[src/rtl/if_id_skid_buffer.sv]
// if_id_skid_buffer: two-entry IF->ID skid buffer with registered in_ready and decode field split
module if_id_skid_buffer #(
  parameter int PC_W   = 32,
  parameter int INST_W = 32
) (
  input  logic              clk,
  input  logic              resetn,
  input  logic              flush,
  input  logic              in_valid,
  output logic              in_ready,
  input  logic [PC_W-1:0]   in_pc,
  input  logic [INST_W-1:0] in_inst,
  output logic              out_valid,
  input  logic              out_ready,
  output logic [PC_W-1:0]   out_pc,
  output logic [INST_W-1:0] out_inst,
  output logic [4:0]        out_rs,
  output logic [4:0]        out_rt,
  output logic [4:0]        out_rd,
  output logic [4:0]        out_shamt,
  output logic [15:0]       out_imm16,
  output logic              out_ext_op,
  output logic              out_adel
);
  logic              h_valid, s_valid;
  logic [PC_W-1:0]   h_pc, s_pc;
  logic [INST_W-1:0] h_inst, s_inst;
  logic              push, pop;
  logic [5:0]        opcode;
  assign push = in_valid & ~s_valid & ~flush;
  assign pop  = h_valid & out_ready & ~flush;
  always_ff @(posedge clk or negedge resetn)
    if (!resetn) begin
      h_valid <= 1'b0;
      s_valid <= 1'b0;
      h_pc    <= '0;
      h_inst  <= '0;
      s_pc    <= '0;
      s_inst  <= '0;
    end else if (flush) begin
      h_valid <= 1'b0;
      s_valid <= 1'b0;
    end else if (s_valid) begin
      if (pop) begin
        h_pc    <= s_pc;
        h_inst  <= s_inst;
        s_valid <= 1'b0;
      end
    end else if (h_valid) begin
      if (push && !pop) begin
        s_pc    <= in_pc;
        s_inst  <= in_inst;
        s_valid <= 1'b1;
      end else if (push) begin
        h_pc   <= in_pc;
        h_inst <= in_inst;
      end else if (pop) begin
        h_valid <= 1'b0;
      end
    end else if (push) begin
      h_pc    <= in_pc;
      h_inst  <= in_inst;
      h_valid <= 1'b1;
    end
  // in_ready comes straight from the skid valid flop, so it never sees out_ready
  assign in_ready   = ~s_valid;
  assign out_valid  = h_valid;
  assign out_pc     = h_pc;
  assign out_inst   = h_inst;
  assign out_rs     = h_inst[25:21];
  assign out_rt     = h_inst[20:16];
  assign out_rd     = h_inst[15:11];
  assign out_shamt  = h_inst[10:6];
  assign out_imm16  = h_inst[15:0];
  assign opcode     = h_inst[31:26];
  assign out_ext_op = ~(opcode == 6'b001100 || opcode == 6'b001101 || opcode == 6'b001110);
  assign out_adel   = |h_pc[1:0];
endmodule

[config.mk]
export PLATFORM = sky130hd
export DESIGN_NAME = if_id_skid_buffer
export DESIGN_NICKNAME = d
export VERILOG_FILES = /design/src/rtl/if_id_skid_buffer.sv
export SDC_FILE = /design/constraint.sdc
export NUM_CORES = 1
export LEC_CHECK = 0
export CAP_MARGIN = 10
export CORE_MARGIN = 3
export CORE_UTILIZATION = 31
export DETAILED_ROUTE_END_ITERATION = 10
export PLACE_DENSITY = 0.59
export SETUP_SLACK_MARGIN = 0.3
export SLEW_MARGIN = 30
export SYNTH_ARGS = -nofsm -noshare
export SYNTH_HDL_FRONTEND = slang
export SYNTH_SLANG_ARGS = --single-unit
[constraint.sdc]
create_clock -name clk -period 2.1 [get_ports clk]
set_clock_uncertainty 0.1 [all_clocks]
set_input_delay 0.21 -clock clk [delete_from_list [all_inputs] [get_ports clk]]
set_output_delay 0.21 -clock clk [all_outputs]
set_load 0.1 [all_outputs]
## Word level (Yosys, flattened, before mapping)

Index checks and enable logic that the tools add are counted.

| word-level totals | value |
|---|---|
| bits in registers | 130 |
| bits in latches | 0 |
| bits in writable memories | 0 |
| bits in read-only memories | 0 |
| logic and storage cells | 47 |
| memories | 0 |

| operators by class | value |
|---|---|
| add/subtract/negate cells | 0 |
| multiply operators | 0 |
| div/mod/pow operators | 0 |
| magnitude comparators | 0 |
| equality and inequality tests | 6 |
| shift operators | 0 |
| muxes and demuxes | 21 |
| bitwise gates (word level) | 7 |
| reductions and logical operators | 7 |

Operators by type and width:

| cell | count |
|---|---|
| $mux 32 | 10 |
| $eq 6x4->1 const B | 3 |
| $mux 1 | 11 |
| $and 1x1->1 | 4 |
| $reduce_and 4->1 | 1 |
| $ne 3x3->1 const B | 1 |
| $not 1->1 | 3 |
| $reduce_and 3->1 | 1 |
| $logic_or 1x1->1 | 2 |
| $ne 2x1->1 const B | 1 |
| $ne 2x2->1 const B | 1 |
| $reduce_or 2->1 | 1 |
| $logic_and 1x1->1 | 1 |
| $logic_not 1->1 | 1 |

## Longest topological paths before layout

| depth | value |
|---|---|
| depth after elaboration | 8 |
| depth in mapped cells | 6 |

## Least setup slack after synthesis

No wires, ideal clock.

| timing path | value |
|---|---|
| kind | reg2reg |
| start | register h_valid (netlist: out_valid) |
| end | register h_pc[10] (netlist: out_pc[10]) |
| setup time | 0.125 ns |
| arrival time | 2.234 ns |
| setup slack | -0.359 ns |
| stages on the path, launching flop included | 5 |
| buffers on the path | 1 |
| clock period less this slack | 2.459 ns |
| path through | dfrtp_1 -> nand2_1 -> a211oi_4 -> buf_6 -> mux2_2 |

| between the ends | value |
|---|---|
| word-level cells in the longest chain between the ends | 6 |
| elaborated cells on any way between the ends | 9 |
| classes of those cells | eq/ne (2); mux (2); bitwise (2); reduce/logical (3) |

RTL lines:

| element | line | source |
|---|---|---|
| start: declaration | 25 | `logic h_valid, s_valid;` |
| start signal: assignment | 34 | `h_valid <= 1'b0;` |
| start signal: assignment | 41 | `h_valid <= 1'b0;` |
| start signal: assignment | 58 | `h_valid <= 1'b0;` |
| $and 1x1->1 (2 in series) | 31 | `assign pop = h_valid & out_ready & ~flush;` |
| $logic_not 1->1 | 50 | `if (push && !pop) begin` |
| $logic_and 1x1->1 | 50 |  |
| $ne 3x3->1 (no line) | -- |  |
| $reduce_and 3->1 (no line) | -- |  |
| end signal: assignment | 45 | `h_pc <= s_pc;` |
| end signal: assignment | 55 | `h_pc <= in_pc;` |
| end signal: assignment | 61 | `h_pc <= in_pc;` |
| end: declaration | 26 | `logic [PC_W-1:0] h_pc, s_pc;` |

Several ways; a longest one is shown, not always the timed one.
A chain may end at the register's enable or synchronous reset.

## Worst setup path in the final report

| timing path | value |
|---|---|
| start | register s_valid |
| end | register s_inst[8] |

| between the ends | value |
|---|---|
| word-level cells in the longest chain between the ends | 5 |

RTL lines:

| element | line | source |
|---|---|---|
| start: declaration | 25 |  |
| start signal: assignment | 35 | `s_valid <= 1'b0;` |
| start signal: assignment | 42 | `s_valid <= 1'b0;` |
| start signal: assignment | 47 | `s_valid <= 1'b0;` |
| $not 1->1 (no line) (*) | -- |  |
| $and 1x1->1 (2 in series) | 30 | `assign push = in_valid & ~s_valid & ~flush;` |
| $logic_and 1x1->1 | 50 |  |
| $reduce_and 4->1 (no line) (*) | -- |  |
| end signal: assignment | 52 | `s_inst <= in_inst;` |
| end: declaration | 27 | `logic [INST_W-1:0] h_inst, s_inst;` |

Every way passes the cells marked *; elsewhere a longest branch is shown, timed or not.

==> run metrics <==
status=finished clean; DP Area=7720 sq um; CTS tree=yes; leakage=3.96 nW; # IOs=173; number of global-route vias before repair=4,064; Logic pwr share=0.480; post-synthesis compound-gate area fraction=0.00566; fmax=0.515 GHz; mapped cell area=6190 sq um; total power divided by cell area=1500 nW/um^2; GP Congestion=0.685; Worst path max stage delay=0.53 ns; Crit path max-delay family=simple AND/OR/NAND/NOR gates; crit path kind=register to register; cell chain of the critical path=nand2b_4 > or4b_4 > buf_12 > mux2_4; grt total ovfl=0; worst reg-to-reg path cell count=4; clock latency on the worst-skew pair=0.41 ns; Die Span X=147 um; post-synthesis mux area share=0.386; ratio of cells with drive above 1 in the final layout=0.638; Setup WS post-layout=0.158 ns; Slew @ Worst Pin=0.504 ns; R2R Path End=s_inst[8]; Cell variety after synth=20; Gate Count Post-Synth=395; drt pass-1 iters=4; Final ANT Viol Nets=0; # DRC=0; RR Startpoint=s_valid; clock slew at reported path FFs=0.06 ns; Critical Path RT=2.30 ns; initial antenna violation count=0; Pwr Total=12.9 mW; setup slack at placement=-0.0627 ns; slowest CP cell=or4b_4; die area=21,700 sq um; syn_area_per_cell=15.7 sq um; post-synthesis adder-cell area fraction=0; maxcap violations=0; RSZ-0062 raised after global routing=true; internal power=6.80 mW; utilization after layout=0.441; H-tree level count=4; hold violation count in the final report=0; crit path launch type=register; row cnt=51; max layer used=met4; final wirelength=14,200 um; Worst EP arrival=2.14 ns; I/O Buffers=172; fin area=8600 sq um; Synth Register Bits=130; Sequential Power Share=0.283; Core Region=19,500 sq um; Post-Synth Simple-Gate Area=0.0105; die height=147 um; CTS sink cnt=130; Mapped Nets=464; vias=3,683; fin crit share=0.925; final setup vio count=0; Max Slew Vio Count=0; Hold WC Path Type=primary input to async pin; M1 WL=6300 um; CP max FO=31; post-DR wirelength/cell=17.1 um; initial detailed-routing violation count=69; Switching Fraction=0.472; Total GRT Usage=0.131; Synth Area in XOR/XNOR=0; Peak supply drop=682 uV; Root Driver=clkbuf_16; WL met2=7020 um; Initial Util=0.317; post-layout minimum cycle time=1.94 ns; largest family of logic cells by synthesized area=multiplexers; r2r setup slk=0.16 ns; pin count of the biggest net entering global routing=66; area grow syn2layout=38.9%; Synth warnings=0; switching pwr=6.08 mW; first-pass GRT wire length=22,100 um; Vias/cell=4.45; hpwl dp=8780 um; Crit. End Element=register; n_diodes=0; number of nets in the layout=619; share of the yosys chip area belonging to registers=0.525; clock buffer depth=2; Bufs and invs on worst path=1; WL met3=684 um; Max-slew headroom=0.664; Num CTS Buffers=17; Clock Power Share=0.237
==> through the flow <==
stage,cells,hold WS (ns),TNS [ns]
after floorplan,395,-0.186,-2.18
after global placement,784,0.110,-1.40
after detailed placement,784,0.122,-2.95
after CTS,823,0.216,0
after global routing,828,0.253,0
final,828,0.216,0
==> worst register-to-register path, delay by kind of cell, from the launching register on <==
kind / cells / cell delay [ns]
and+or+nand+nor: 2 / 0.69
DFF: 1 / 0.45
buffers and inverters: 1 / 0.21
muxes: 1 / 0.37
==> cells by family (layout without fill, tap and decap cells) <==
| family | Yosys count | count (layout) |
|---|---|---|
| multiplexers | 192 | 192 |
| AO/OA/AOI/OAI | 4 | 4 |
| flip-flops | 130 | 130 |
| AND/OR/NAND/NOR | 10 | 10 |
| buffers and inverters | 59 | 227 |
==> how the worst max path moves through the flow <==
stage / slack, ns / to / start / cells past startpoint
CTS: 0.16 / in_ready / s_valid / 3
global route: 0.13 / s_inst[8] / s_valid / 4
detailed placement: -0.06 / s_inst[8] / in_valid / 5
floorplan: -0.04 / out_pc[10] / out_valid / 4
global placement: -0.04 / s_pc[2] / in_valid / 5
finish: 0.16 / s_inst[8] / s_valid / 4
==> synthesized netlist by cell type, drive strengths merged <==
library cell / count / area, sq um
or4b: 1 / 10.0
clkbuf: 7 / 26.3
dfrtp: 130 / 3250
buf: 50 / 418
nor2: 2 / 7.51
a21oi: 2 / 10.0
nand2b: 1 / 13.8
o21ai: 1 / 5.00
inv: 2 / 7.51
or2: 2 / 12.5
nor3b: 1 / 7.51
a211oi: 1 / 20.0
nand4: 1 / 6.26
mux2: 192 / 2390
nand2: 2 / 7.51
==> final cells by class <==
cell class	instances	area, sq um
Fill cell	1773	10900
Sequential cell	130	3280
Multi-Input combinational cell	206	2530
Timing Repair Buffer	193	1850
Clock buffer	19	453
Tap cell	265	332
Clock inverter	13	159
Inverter	2	11.3
==> what timing repair did <==
action | in CTS | in global routing
hold endpoints to repair | 34 | 0
gates cloned | 2 | 2
setup endpoints to repair | 129 | 129
resized for setup | 8 | 12
hold buffers | 1 | 0
buffers inserted | 4 | 3
==> power by group through the flow <==
stage,clock [mW],sequential (mW),combinational [mW]
2_1_floorplan,0,5.95,2.75
3_3_place_gp,0,3.64,6.06
3_5_place_dp,0,3.67,6.12
4_1_cts,3.14,3.65,6.16
5_1_grt,3.26,3.74,6.36
6_report,3.05,3.64,6.18
==> per-layer routing <==
layer | up-vias | GRT usage
met5 | - | 0
met4 | 0 | 0.0475
met3 | 12 | 0.0398
met2 | 96 | 0.215
met1 | 1894 | 0.163
li1 | 1681 | -
==> flip-flops by register name, summed over array words and instances, names as in the netlist <==
name	cells
s_valid	1
out_pc	32
s_inst	32
s_pc	32
out_inst	32
out_valid	1
==> layout by cell type (no fill, tap or decap), types with 5 or more instances in the layout <==
cell type          n
dfrtp_1          122
mux2_2           119
buf_4            108
mux2_4            69
clkdlybuf4s50_1   67
clkbuf_16         19
buf_12             8
dfrtp_4            5
(Power assumes the default switching activity.)
